--- src/rtl/axis_pkt_fifo.sv ---
// AXI-Stream FIFO with per-entry tlast and a first-word-fall-through output.
// Define AXIS_PKT_FIFO_STORE_FWD_EN to hold output until a whole packet is buffered.
module axis_pkt_fifo #(
   parameter  int DW    = 8,
   parameter  int DEPTH = 16,
   localparam int AW    = $clog2(DEPTH)
) (
   input  logic          clk,
   input  logic          rst,
   input  logic [DW-1:0] s_tdata,
   input  logic          s_tvalid,
   input  logic          s_tlast,
   output logic          s_tready,
   output logic [DW-1:0] m_tdata,
   output logic          m_tvalid,
   output logic          m_tlast,
   input  logic          m_tready,
   output logic [AW:0]   count
);

   localparam logic [AW:0] ONE = 1;

   logic [DW:0] mem_q [DEPTH];
   logic [AW:0] wr_ptr_q, wr_ptr_d;
   logic [AW:0] rd_ptr_q, rd_ptr_d;
   logic [AW:0] count_q, count_d;
   logic [DW:0] rd_entry;
   logic        full, empty, push, pop;

   // Equal low bits with differing MSBs means the writer is one lap ahead.
   assign empty = (wr_ptr_q == rd_ptr_q);
   assign full  = (wr_ptr_q[AW] != rd_ptr_q[AW]) &&
                  (wr_ptr_q[AW-1:0] == rd_ptr_q[AW-1:0]);

   assign s_tready = !full && !rst;
   assign push     = s_tvalid && s_tready;
   assign pop      = m_tvalid && m_tready;

`ifdef AXIS_PKT_FIFO_STORE_FWD_EN
   logic [AW:0] pkt_cnt_q, pkt_cnt_d;

   // The full term lets a packet longer than the FIFO drain instead of deadlocking.
   assign m_tvalid = !empty && ((pkt_cnt_q != '0) || full);

   always_comb begin
      pkt_cnt_d = pkt_cnt_q;
      case ({push && s_tlast, pop && m_tlast})
         2'b10:   pkt_cnt_d = pkt_cnt_q + ONE;
         2'b01:   pkt_cnt_d = pkt_cnt_q - ONE;
         default: pkt_cnt_d = pkt_cnt_q;
      endcase
   end

   always_ff @(posedge clk or posedge rst) begin
      if (rst) pkt_cnt_q <= '0;
      else     pkt_cnt_q <= pkt_cnt_d;
   end
`else
   assign m_tvalid = !empty;
`endif

   assign rd_entry = mem_q[rd_ptr_q[AW-1:0]];
   assign m_tdata  = m_tvalid ? rd_entry[DW-1:0] : '0;
   assign m_tlast  = m_tvalid && rd_entry[DW];
   assign count    = count_q;

   always_comb begin
      // NOTE: every always_comb output gets a default first so no path can infer a latch.
      wr_ptr_d = wr_ptr_q;
      rd_ptr_d = rd_ptr_q;
      count_d  = count_q;
      if (push) wr_ptr_d = wr_ptr_q + ONE;
      if (pop)  rd_ptr_d = rd_ptr_q + ONE;
      case ({push, pop})
         2'b10:   count_d = count_q + ONE;
         2'b01:   count_d = count_q - ONE;
         default: count_d = count_q;
      endcase
   end

   always_ff @(posedge clk or posedge rst) begin
      // NOTE: sequential state uses non-blocking assignments so all registers update together.
      if (rst) begin
         wr_ptr_q <= '0;
         rd_ptr_q <= '0;
         count_q  <= '0;
      end else begin
         wr_ptr_q <= wr_ptr_d;
         rd_ptr_q <= rd_ptr_d;
         count_q  <= count_d;
      end
   end

   // NOTE: storage is not reset; stale entries are never visible because the outputs are gated.
   always_ff @(posedge clk) begin
      if (push) mem_q[wr_ptr_q[AW-1:0]] <= {s_tlast, s_tdata};
   end

endmodule

--- config.mk ---
export PLATFORM = sky130hd
export DESIGN_NAME = axis_pkt_fifo
export DESIGN_NICKNAME = d
export VERILOG_FILES = /design/src/rtl/axis_pkt_fifo.sv
export SDC_FILE = /design/constraint.sdc
export NUM_CORES = 1
export LEC_CHECK = 0
export BUFFER_PORTS_ARGS = -buffer_cell sky130_fd_sc_hd__clkbuf_2
export CORE_ASPECT_RATIO = 1.1
export CORE_MARGIN = 10
export CORE_UTILIZATION = 40
export CTS_BUF_LIST = sky130_fd_sc_hd__clkbuf_8
export CTS_CLUSTER_DIAMETER = 200
export DETAILED_ROUTE_END_ITERATION = 7
export SLEW_MARGIN = 0
export SYNTH_ARGS = -nofsm -noshare
export SYNTH_HDL_FRONTEND = slang
export SYNTH_SLANG_ARGS = --single-unit
--- constraint.sdc ---
create_clock -name clk -period 4.2 [get_ports clk]
set_input_delay 0.21 -clock clk [delete_from_list [all_inputs] [get_ports clk]]
set_output_delay 0.21 -clock clk [all_outputs]
set_load 0.01 [all_outputs]
==> results_dict.tcl <==
set metrics [dict create \
    outcome "complete, no violations" \
    place.gp.congestion 0.815 \
    cts.repair.resized 0 \
    muxShareOfSynthArea 0.141 \
    drt_wl_total_um 13400 \
    synth_cell_types 44 \
    cp_max_fo 39 \
    r2r_slack_ns 1.35 \
    drc 0 \
    hold_violations 0 \
    area_growth_pct 11.3 \
    synth.avg_cell_area_um2 20.0 \
    ir_drop_uv 424 \
    cts_sinks 159 \
    ys_warn_count 0 \
    p_sw_mw 1.53 \
    antenna_found_initial 0 \
    rsz0062_at_grt "no" \
    grt_pass1_wl_um 20500 \
    io_pins 29 \
    synth_compound_area_frac 0.0469 \
    drtAntennaViolNets 0 \
    layout-drive-gt1-share 0.223 \
    antenna_cells 0 \
    die-area_um2 22200 \
    ys_seq_area_frac 0.707 \
    synth_top_cell_area_share 0.650 \
    yosys.area_share.simple 0.0382 \
    cp-end-kind "output pin" \
    synth_top_family_by_area "multiplexers" \
    post_cts_buffers 0 \
    synth_cells 333 \
    fp-row-count 49 \
    power.share.combinational 0.331 \
    clkPwrFrac 0.249 \
    drt_iter0_drc 262 \
    core_area_um2 16300 \
    crit_type "reg2out" \
    tritoncts "done" \
    wl_per_cell_um 22.9 \
    tightest_slew_ns 1.28 \
    cap_violations 0 \
    arrival_ns 2.70 \
    p_per_area_nw_per_um2 649 \
    clock.fmax_mhz 343 \
    yosys.area_share.adder 0.0151 \
    required_ns 3.99 \
    htreeDepth 4 \
    intPower_mw 3.26 \
    grt_pass1_vias 3519 \
    nFillCells 1410 \
    setup_viol 0 \
    critPathLaunchType "register" \
    synth_area_leaders "edfxtp_1 (65%), mux4_1 (9.5%), dfrtp_1 (5.6%), mux4_2 (4.1%), a22oi_1 (2.1%)" \
    port_buffers 28 \
    syn_nets 354 \
    gr-total-overflow 0 \
    nNetsFinal 389 \
    hold_buffers 1 \
    hold_path.class "in2reg" \
    vias 3267 \
    place_ws_ns 1.38 \
    die_w_um 143 \
    fin_tns_setup_ns 0 \
    yosys.area_share.xor_xnor 0.0297 \
    ys_ff_latch 159 \
    initial_utilization 0.408 \
    finalClockSkew_ns 0.0101 \
    fin_ws_ns 1.29 \
    p_seq_frac 0.420 \
    clockBufferDepth 2 \
    dr.pass1.iters 4 \
    finalMaxSlewViolations 0 \
    routed_via_density 5.58 \
    dp_hpwl_um 8420 \
    clkLatencyLatePin_ns 0.44 \
    min_period_ns 2.91 \
    timing.final.crit_share 0.693 \
    die_height_um 155 \
    numCtsBuffers 17 \
    p_sw_frac 0.320 \
    clk_pin_slew_ns 0.07 \
    cts_root_buffer "clkbuf_8" \
    dpl.cell_count 552 \
    final_cells 585 \
    grt_max_degree 40 \
    slew_headroom 0.142 \
    p_leak_nw 2.58 \
    synth_top_area_cell "edfxtp_1" \
    grtUsageTotal 0.126 \
    synth_area_um2 6650 \
]
-- stage by stage --
step	power [mW]	utilization	hold WS (ns)	area, µm²
6_report	4.80	0.454	0.0983	7400
5_1_grt	5.05	0.454	0.0844	7400
4_1_cts	4.85	0.454	0.0817	7400
3_5_place_dp	3.66	0.427	0.333	6960
2_1_floorplan	3.20	-	0.111	6650
3_3_place_gp	3.64	0.427	0.330	6960
-- flip-flops by register name, summed over array words and instances, names as in the netlist --
name      count
mem_q       144
count         5
rd_ptr_q      5
wr_ptr_q      5
-- worst max-delay path, cell delays in order (launching register included) --
cell	delay [ns]
dfrtp_2	0.37
buf_4	0.56
mux4_1	0.65
a22oi_1	0.30
a21oi_1	0.19
clkbuf_2	0.19
-- kinds of logic after synthesis --
kind of cell	count (synthesis)
AOI/OAI and AO/OA	44
DFF	159
muxes	39
adders and majority gates	8
xor gates and xnor gates	20
buffers and inverters	25
and+or+nand+nor	38
-- worst paths after layout --
path / from / end / cells past startpoint
setup / recovery: rd_ptr_q[0] / m_tdata[7] / 5
hold / removal: m_tready / rd_ptr_q[0] / 3
setup reg to reg: wr_ptr_q[2] / count[4] / 11
hold reg to reg: count[4] / count[4] / 1
max in group asynchronous: rst / rd_ptr_q[0] / 3
min in group asynchronous: rst / wr_ptr_q[3] / 3
-- synth_stat cells (all sizes together) --
cell type  count
nor2b          8
xnor2         14
o2111ai        2
and3          13
a211oi         1
nor3b          1
buf           15
nor3           1
nand4bb        1
nand3b         1
dfrtp         15
a31oi          1
inv            7
edfxtp       144
mux4          36
a21o           1
xor2           6
ha             8
a22oi         19
mux2           3
nand4          2
or3b           1
a21oi         14
nor4b          1
nor2           6
o211ai         3
clkbuf         3
o21ai          2
a21boi         1
and2           2
and4           1
-- routing by layer --
metal  track usage  up-vias  share of wire  routed length [µm]
met4        0.0526        0          0.020                 267
met3        0.0323       19          0.058                 776
li1              -     1448              -                   -
met1         0.158     1693           0.42                5680
met2         0.203      107           0.50                6660
met5             0        -              0                   0
-- power groups by stage --
stage | clock [mW] | sequential, mW | combinational [mW]
floorplan | 0 | 1.99 | 1.20
global route | 1.29 | 2.04 | 1.73
finish | 1.20 | 2.02 | 1.59
global placement | 0 | 2.04 | 1.60
CTS | 1.22 | 2.02 | 1.62
detailed placement | 0 | 2.05 | 1.61
-- layout make-up --
class	instances	area, µm²	area share
Timing Repair Buffer	34	188	0.0254
Inverter	7	26.3	0.00355
Multi-Input combinational cell	149	1800	0.243
Clock inverter	12	154	0.0208
Tap cell	204	255	0.0345
Sequential cell	159	4700	0.635
Clock buffer	20	275	0.0372
-- layout by cell type, fill, tap and decap left out, types with 8 or more instances in the layout --
master / n
xnor2_1: 12
and3_1: 13
a21oi_1: 14
inv_1: 11
clkbuf_2: 28
mux4_2: 12
dfrtp_1: 14
ha_1: 8
a22oi_1: 19
clkbuf_8: 20
mux4_1: 24
edfxtp_1: 144
nor2b_1: 8
(Power assumes the default switching activity.)
